==> config.mk <==
export PLATFORM = sky130hd
export DESIGN_NAME = regfile_write_arbiter
export DESIGN_NICKNAME = d
export VERILOG_FILES = /design/src/rtl/regfile_write_arbiter.sv
export SDC_FILE = /design/constraint.sdc
export NUM_CORES = 1
export LEC_CHECK = 0
export ABC_AREA = 0
export ABC_CLOCK_PERIOD_IN_PS = 2600
export BUFFER_PORTS_ARGS = -buffer_cell sky130_fd_sc_hd__buf_2
export CAP_MARGIN = 10
export CELL_PAD_IN_SITES_DETAIL_PLACEMENT = 1
export CELL_PAD_IN_SITES_GLOBAL_PLACEMENT = 1
export CORE_ASPECT_RATIO = 1.5
export CORE_MARGIN = 3
export CORE_UTILIZATION = 32
export DETAILED_ROUTE_END_ITERATION = 10
export GPL_TIMING_DRIVEN = 1
export PLACE_DENSITY_LB_ADDON = 0.3
export SETUP_SLACK_MARGIN = 0.3
export SYNTH_ARGS = -nofsm -noshare
export SYNTH_HDL_FRONTEND = slang
export SYNTH_SLANG_ARGS = --single-unit
==> constraint.sdc <==
create_clock -name I_CLK -period 2.6 [get_ports I_CLK]
set_input_delay 0.26 -clock I_CLK [delete_from_list [all_inputs] [get_ports I_CLK]]
set_output_delay 0.26 -clock I_CLK [all_outputs]
set_load 0.005 [all_outputs]
==> src/rtl/regfile_write_arbiter.sv <==
// regfile_write_arbiter: three-requester write arbiter with lock support and a registered write stage
//
// Ports:
//   I_CLK        clock, rising edge
//   I_NRESET     asynchronous active-low reset
//   I_STALL      suppresses all grants; state, LAST and owner hold
//   I_REQ_VALID  per-requester write request
//   I_REQ_LOCK   per-requester lock request, sampled on a transfer
//   I_REQ_ADDR   per-requester address, requester i in slice i
//   I_REQ_DATA   per-requester data, requester i in slice i
//   O_REQ_READY  per-requester grant (at most one hot)
//   O_WR_EN      one-hot register enable, one cycle after the transfer
//   O_WR_DATA    write data broadcast, holds its last value when idle
//   O_LOCKED     high while the arbiter is locked to one owner
//   O_R0_DROP    pulse marking a dropped address-0 write
//
// Optional feature: define REGFILE_ARB_R0_PROTECT_EN to make address 0 read-only
// (writes are accepted but dropped, with an O_R0_DROP pulse).
module regfile_write_arbiter #(
    parameter int P_WIDTH    = 16,
    parameter int P_NUM_REGS = 16
) (
    input  logic                                                      I_CLK,
    input  logic                                                      I_NRESET,
    input  logic                                                      I_STALL,
    input  logic [2:0]                                                I_REQ_VALID,
    input  logic [2:0]                                                I_REQ_LOCK,
    input  logic [3*((P_NUM_REGS > 1) ? $clog2(P_NUM_REGS) : 1)-1:0] I_REQ_ADDR,
    input  logic [3*P_WIDTH-1:0]                                      I_REQ_DATA,
    output logic [2:0]                                                O_REQ_READY,
    output logic [P_NUM_REGS-1:0]                                     O_WR_EN,
    output logic [P_WIDTH-1:0]                                        O_WR_DATA,
    output logic                                                      O_LOCKED,
    output logic                                                      O_R0_DROP
);
    localparam int AW = (P_NUM_REGS > 1) ? $clog2(P_NUM_REGS) : 1;

    typedef enum logic {ARB, LOCKED} state_t;

    state_t                  state_q, state_d;
    logic [1:0]              last_q, last_d;
    logic [1:0]              owner_q, owner_d;
    logic [P_NUM_REGS-1:0]   wr_en_q, wr_en_d;
    logic [P_WIDTH-1:0]      wr_data_q, wr_data_d;
    logic [3:0]              vld4, lock4;
    logic [1:0]              start, idx, gidx;
    logic [2:0]              sum;
    logic                    found;
    logic [AW-1:0]           sel_addr;
    logic [P_WIDTH-1:0]      sel_data;

    // Padding to 4 bits lets a 2-bit index address the vectors without range issues.
    assign vld4  = {1'b0, I_REQ_VALID};
    assign lock4 = {1'b0, I_REQ_LOCK};

    always_ff @(posedge I_CLK or negedge I_NRESET) begin
        if (!I_NRESET) begin
            state_q <= ARB;
            last_q  <= 2'd2;
            owner_q <= 2'd0;
        end else begin
            state_q <= state_d;
            last_q  <= last_d;
            owner_q <= owner_d;
        end
    end

    // A grant is always a transfer, because ready only rises for a valid requester.
    always_comb begin
        state_d = state_q;
        last_d  = last_q;
        owner_d = owner_q;
        if (found) begin
            last_d = gidx;
            if (state_q == ARB && lock4[gidx]) begin
                state_d = LOCKED;
                owner_d = gidx;
            end else if (state_q == LOCKED && !lock4[gidx]) begin
                state_d = ARB;
            end
        end
    end

    // Round-robin search starting just after LAST; in LOCKED only the owner may win.
    always_comb begin
        start = (last_q >= 2'd2) ? 2'd0 : last_q + 2'd1;
        found = 1'b0;
        gidx  = 2'd0;
        sum   = 3'd0;
        idx   = 2'd0;
        if (I_NRESET && !I_STALL) begin
            if (state_q == LOCKED) begin
                found = vld4[owner_q];
                gidx  = owner_q;
            end else begin
                for (int k = 0; k < 3; k++) begin
                    sum = {1'b0, start} + 3'(k);
                    idx = (sum >= 3'd3) ? 2'(sum - 3'd3) : sum[1:0];
                    if (!found && vld4[idx]) begin
                        found = 1'b1;
                        gidx  = idx;
                    end
                end
            end
        end
        O_REQ_READY = found ? (3'b001 << gidx) : 3'b000;
        O_LOCKED    = (state_q == LOCKED);
    end

    assign sel_addr = (gidx == 2'd2) ? I_REQ_ADDR[2*AW +: AW] :
                      (gidx == 2'd1) ? I_REQ_ADDR[AW +: AW]   : I_REQ_ADDR[0 +: AW];
    assign sel_data = (gidx == 2'd2) ? I_REQ_DATA[2*P_WIDTH +: P_WIDTH] :
                      (gidx == 2'd1) ? I_REQ_DATA[P_WIDTH +: P_WIDTH]   : I_REQ_DATA[0 +: P_WIDTH];

`ifdef REGFILE_ARB_R0_PROTECT_EN
    localparam int R0_FIRST = 1;
    logic r0_drop_q;

    always_ff @(posedge I_CLK or negedge I_NRESET) begin
        if (!I_NRESET) begin
            r0_drop_q <= 1'b0;
        end else begin
            r0_drop_q <= found && (sel_addr == '0);
        end
    end

    assign O_R0_DROP = r0_drop_q;
`else
    localparam int R0_FIRST = 0;

    assign O_R0_DROP = 1'b0;
`endif

    // Addresses beyond P_NUM_REGS match no bit, so they produce an all-zero enable.
    always_comb begin
        wr_en_d = '0;
        for (int r = R0_FIRST; r < P_NUM_REGS; r++) begin
            wr_en_d[r] = found && (sel_addr == AW'(r));
        end
        wr_data_d = found ? sel_data : wr_data_q;
    end

    always_ff @(posedge I_CLK or negedge I_NRESET) begin
        if (!I_NRESET) begin
            wr_en_q   <= '0;
            wr_data_q <= '0;
        end else begin
            wr_en_q   <= wr_en_d;
            wr_data_q <= wr_data_d;
        end
    end

    assign O_WR_EN   = wr_en_q;
    assign O_WR_DATA = wr_data_q;
endmodule

==> results.py <==
metrics = {
    "die": {
        "num_rows": 33,
        "fp.dieH_um": 101,
        "initial_core_util": 0.340,
        "core_mm2": 0.00566,
        "ioPinCount": 106,
        "fp.dieArea_mm2": 0.00699,
        "die_width_um": 69.3,
    },
    "worst_setup_path": {
        "cp_data_arrival_time_ns": 2.44,
        "slowest_delay_ns": 0.48,
        "crit_buf_inv": 4,
        "end_kind": "register",
        "cp-start-kind": "register",
        "slowest_stage": "dfrtp_2",
        "path_delay_family": "compound AO/OA/AOI/OAI gates",
        "crit_required_ns": 2.76,
        "crit_top_cell": "buf_4",
        "path_cells": "buf_6 -> buf_4 -> o2bb2ai_4 -> buf_4 -> a2111oi_4 -> buf_4 -> a22o_2 -> o2bb2ai_1 -> nor2_1",
        "crit_cells": 9,
        "rr_worst_depth": 9,
        "criticalPathCategory": "register to register",
        "path_max_fanout": 7,
    },
    "placement": {
        "gp_congestion": 0.878,
        "dp_slack_ns": 0.162,
        "hpwlAfterDp_um": 5070,
        "portBuffers": 104,
    },
    "synthesis": {
        "seq_area_frac_synth": 0.483,
        "syn_avg_cell_area_um2": 9.90,
        "synth.top_cell.area_share": 0.469,
        "ys.flop_type": "dfrtp_1",
        "syn_nets": 264,
        "synth_cell_types": 46,
        "async_reset_ff_frac": 1.00,
        "synth.area.top_cells": "dfrtp_1, nor2_1, o31ai_1",
        "synth-seq-cells": 37,
        "synth_edf_count": 0,
        "syn-cell-area_mm2": 0.00192,
        "synth_largest_area_cell": "dfrtp_1",
        "yosys_warnings": 0,
        "synthCells": 194,
    },
    "clock_tree": {
        "cts_buffers": 5,
        "cts_root_buf": "clkbuf_8",
        "clockBufferDepth": 2,
        "tritoncts": "built",
        "htree_levels": 2,
        "cts.clk_slew.worst_paths_ns": 0.08,
        "insertion_delay_ns": 0.30,
        "cts.sinks": 37,
    },
    "flow_run": {
        "drv_cap": 0,
    },
    "detailed_routing": {
        "detail_route.first_pass.iterations": 4,
        "drtIter0Drc": 89,
        "drc_errors": 0,
        "routedWlPerCell_um": 18.5,
        "dr_total_vias": 2133,
        "routed_wl_um": 7330,
        "ant_nets": 0,
        "viasPerCell": 5.39,
    },
    "timing": {
        "skew_ns": 0.00670,
        "rsz0062_at_grt": "yes",
        "finalSetupViolations": 0,
        "fin_tns_setup_ns": 0,
        "timing.final.crit_share": 0.878,
        "slew_violations": 0,
        "fin_ws_ns": 0.318,
        "fmax_ghz": 0.438,
        "period_minus_slack_ns": 2.28,
        "tightest_slew_ns": 0.641,
        "hold_violations": 0,
        "slew_headroom": 0.571,
    },
    "global_route": {
        "grt_pass1_wl_um": 10700,
        "gr-usage-all-layers": 0.195,
        "grt_pass1_vias": 2201,
        "grt-ovfl-total": 0,
        "grt_max_degree": 25,
        "antenna_found_initial": 0,
    },
    "final_layout": {
        "final_cell_mix": "buf_2, nor2_1, dfrtp_1",
        "syn2layout_area_growth_pct": 55.8,
        "n_antenna_cell": 0,
        "fin_util": 0.529,
        "ff_latch_area_um2": 928,
        "final_nets": 395,
        "drive_gt1_frac": 0.537,
        "num-fill-cells": 694,
        "multi_input_area_mm2": 0.00107,
        "layout_commonest_cell": "buf_2",
    },
    "power": {
        "peakVddDrop_v": 0.000392,
        "p_per_area_mw_per_mm2": 747,
        "power.total_uw": 2240,
        "leakagePower_uw": 0.00150,
    },
    "status": {
        "status": "finished clean",
    },
    "min_path": {
        "hold_path_class": "input port to asynchronous set/reset pin",
    },
}
[Yosys cell counts (2+ instances only)]
library cell,n
a22o_2,3
o22ai_1,16
nor2b_2,2
o2bb2ai_1,2
o221ai_1,3
o21ai_0,2
nor3_1,4
o211ai_1,3
inv_1,2
buf_4,4
o31ai_1,16
dfrtp_1,36
a21o_1,2
nor2_1,36
mux2i_1,3
o2111ai_1,3
nand2_1,21
a2111oi_4,2
mux2_2,2
buf_2,4
nand3_1,3
[registers in the layout, indices dropped and copies added (netlist names)]
register,flops
O_LOCKED,1
O_WR_EN,16
owner_q,2
last_q,2
O_WR_DATA,16
[cell families (layout without fill, tap and decap cells)]
group	after synthesis	in the layout	share of synthesized area
adder cells (fa/ha/maj)	1	1	0.00651
AND/OR/NAND/NOR	74	74	0.169
buffers and inverters	14	146	0.0417
flip-flops	37	37	0.483
AO/OA/AOI/OAI	61	61	0.265
multiplexers	6	6	0.0332
other	1	1	0.00195
[where the power goes]
group	switching (uW)	internal [uW]	total, uW
logic	471	428	899
registers	99.9	706	805
clock network	220	312	532
[routing by layer]
layer / track usage / up-vias / wire length [um]
met5: 0 / - / 0
met4: 0.0992 / 0 / 277
met3: 0.0509 / 20 / 548
met2: 0.360 / 108 / 3950
met1: 0.203 / 1026 / 2550
li1: - / 979 / -
[stage by stage]
stage          cells  instance area, um2  hold WS, ns
2_1_floorplan    194                1920      -0.0356
3_3_place_gp     367                2550        0.253
3_5_place_dp     367                2550        0.252
4_1_cts          381                2800       0.0311
5_1_grt          396                2990       0.0512
6_report         396                2990       0.0384
[path summary, 6_finish.rpt]
kind	slack, ns	startpoint	end
min	0.04	I_NRESET	last_q[1]
max in group asynchronous	1.48	I_NRESET	O_LOCKED
min in group I_CLK	0.26	I_REQ_DATA[11]	O_WR_DATA[11]
max reg2reg	0.32	O_LOCKED	O_WR_EN[7]
max	0.32	O_LOCKED	O_WR_EN[7]
min reg2reg	0.47	O_WR_DATA[11]	O_WR_DATA[11]
[cell type report]
class | count | share of cell area
clock buffer | 6 | 0.0276
clock inverter | 2 | 0.0125
inverter | 3 | 0.00376
multi-input combinational | 143 | 0.358
sequential | 37 | 0.310
tap | 70 | 0.0293
timing repair buffer | 135 | 0.258
[timing repair]
action / 4_1_cts / 5_1_grt
resized for setup: 12 / 18
setup endpoints to repair: 23 / 22
pin swaps: 3 / 7
hold endpoints to repair: 36 / 0
hold buffers: 2 / 0
setup buffers: 4 / 15
Note: power is estimated with default switching activity, not from simulation.
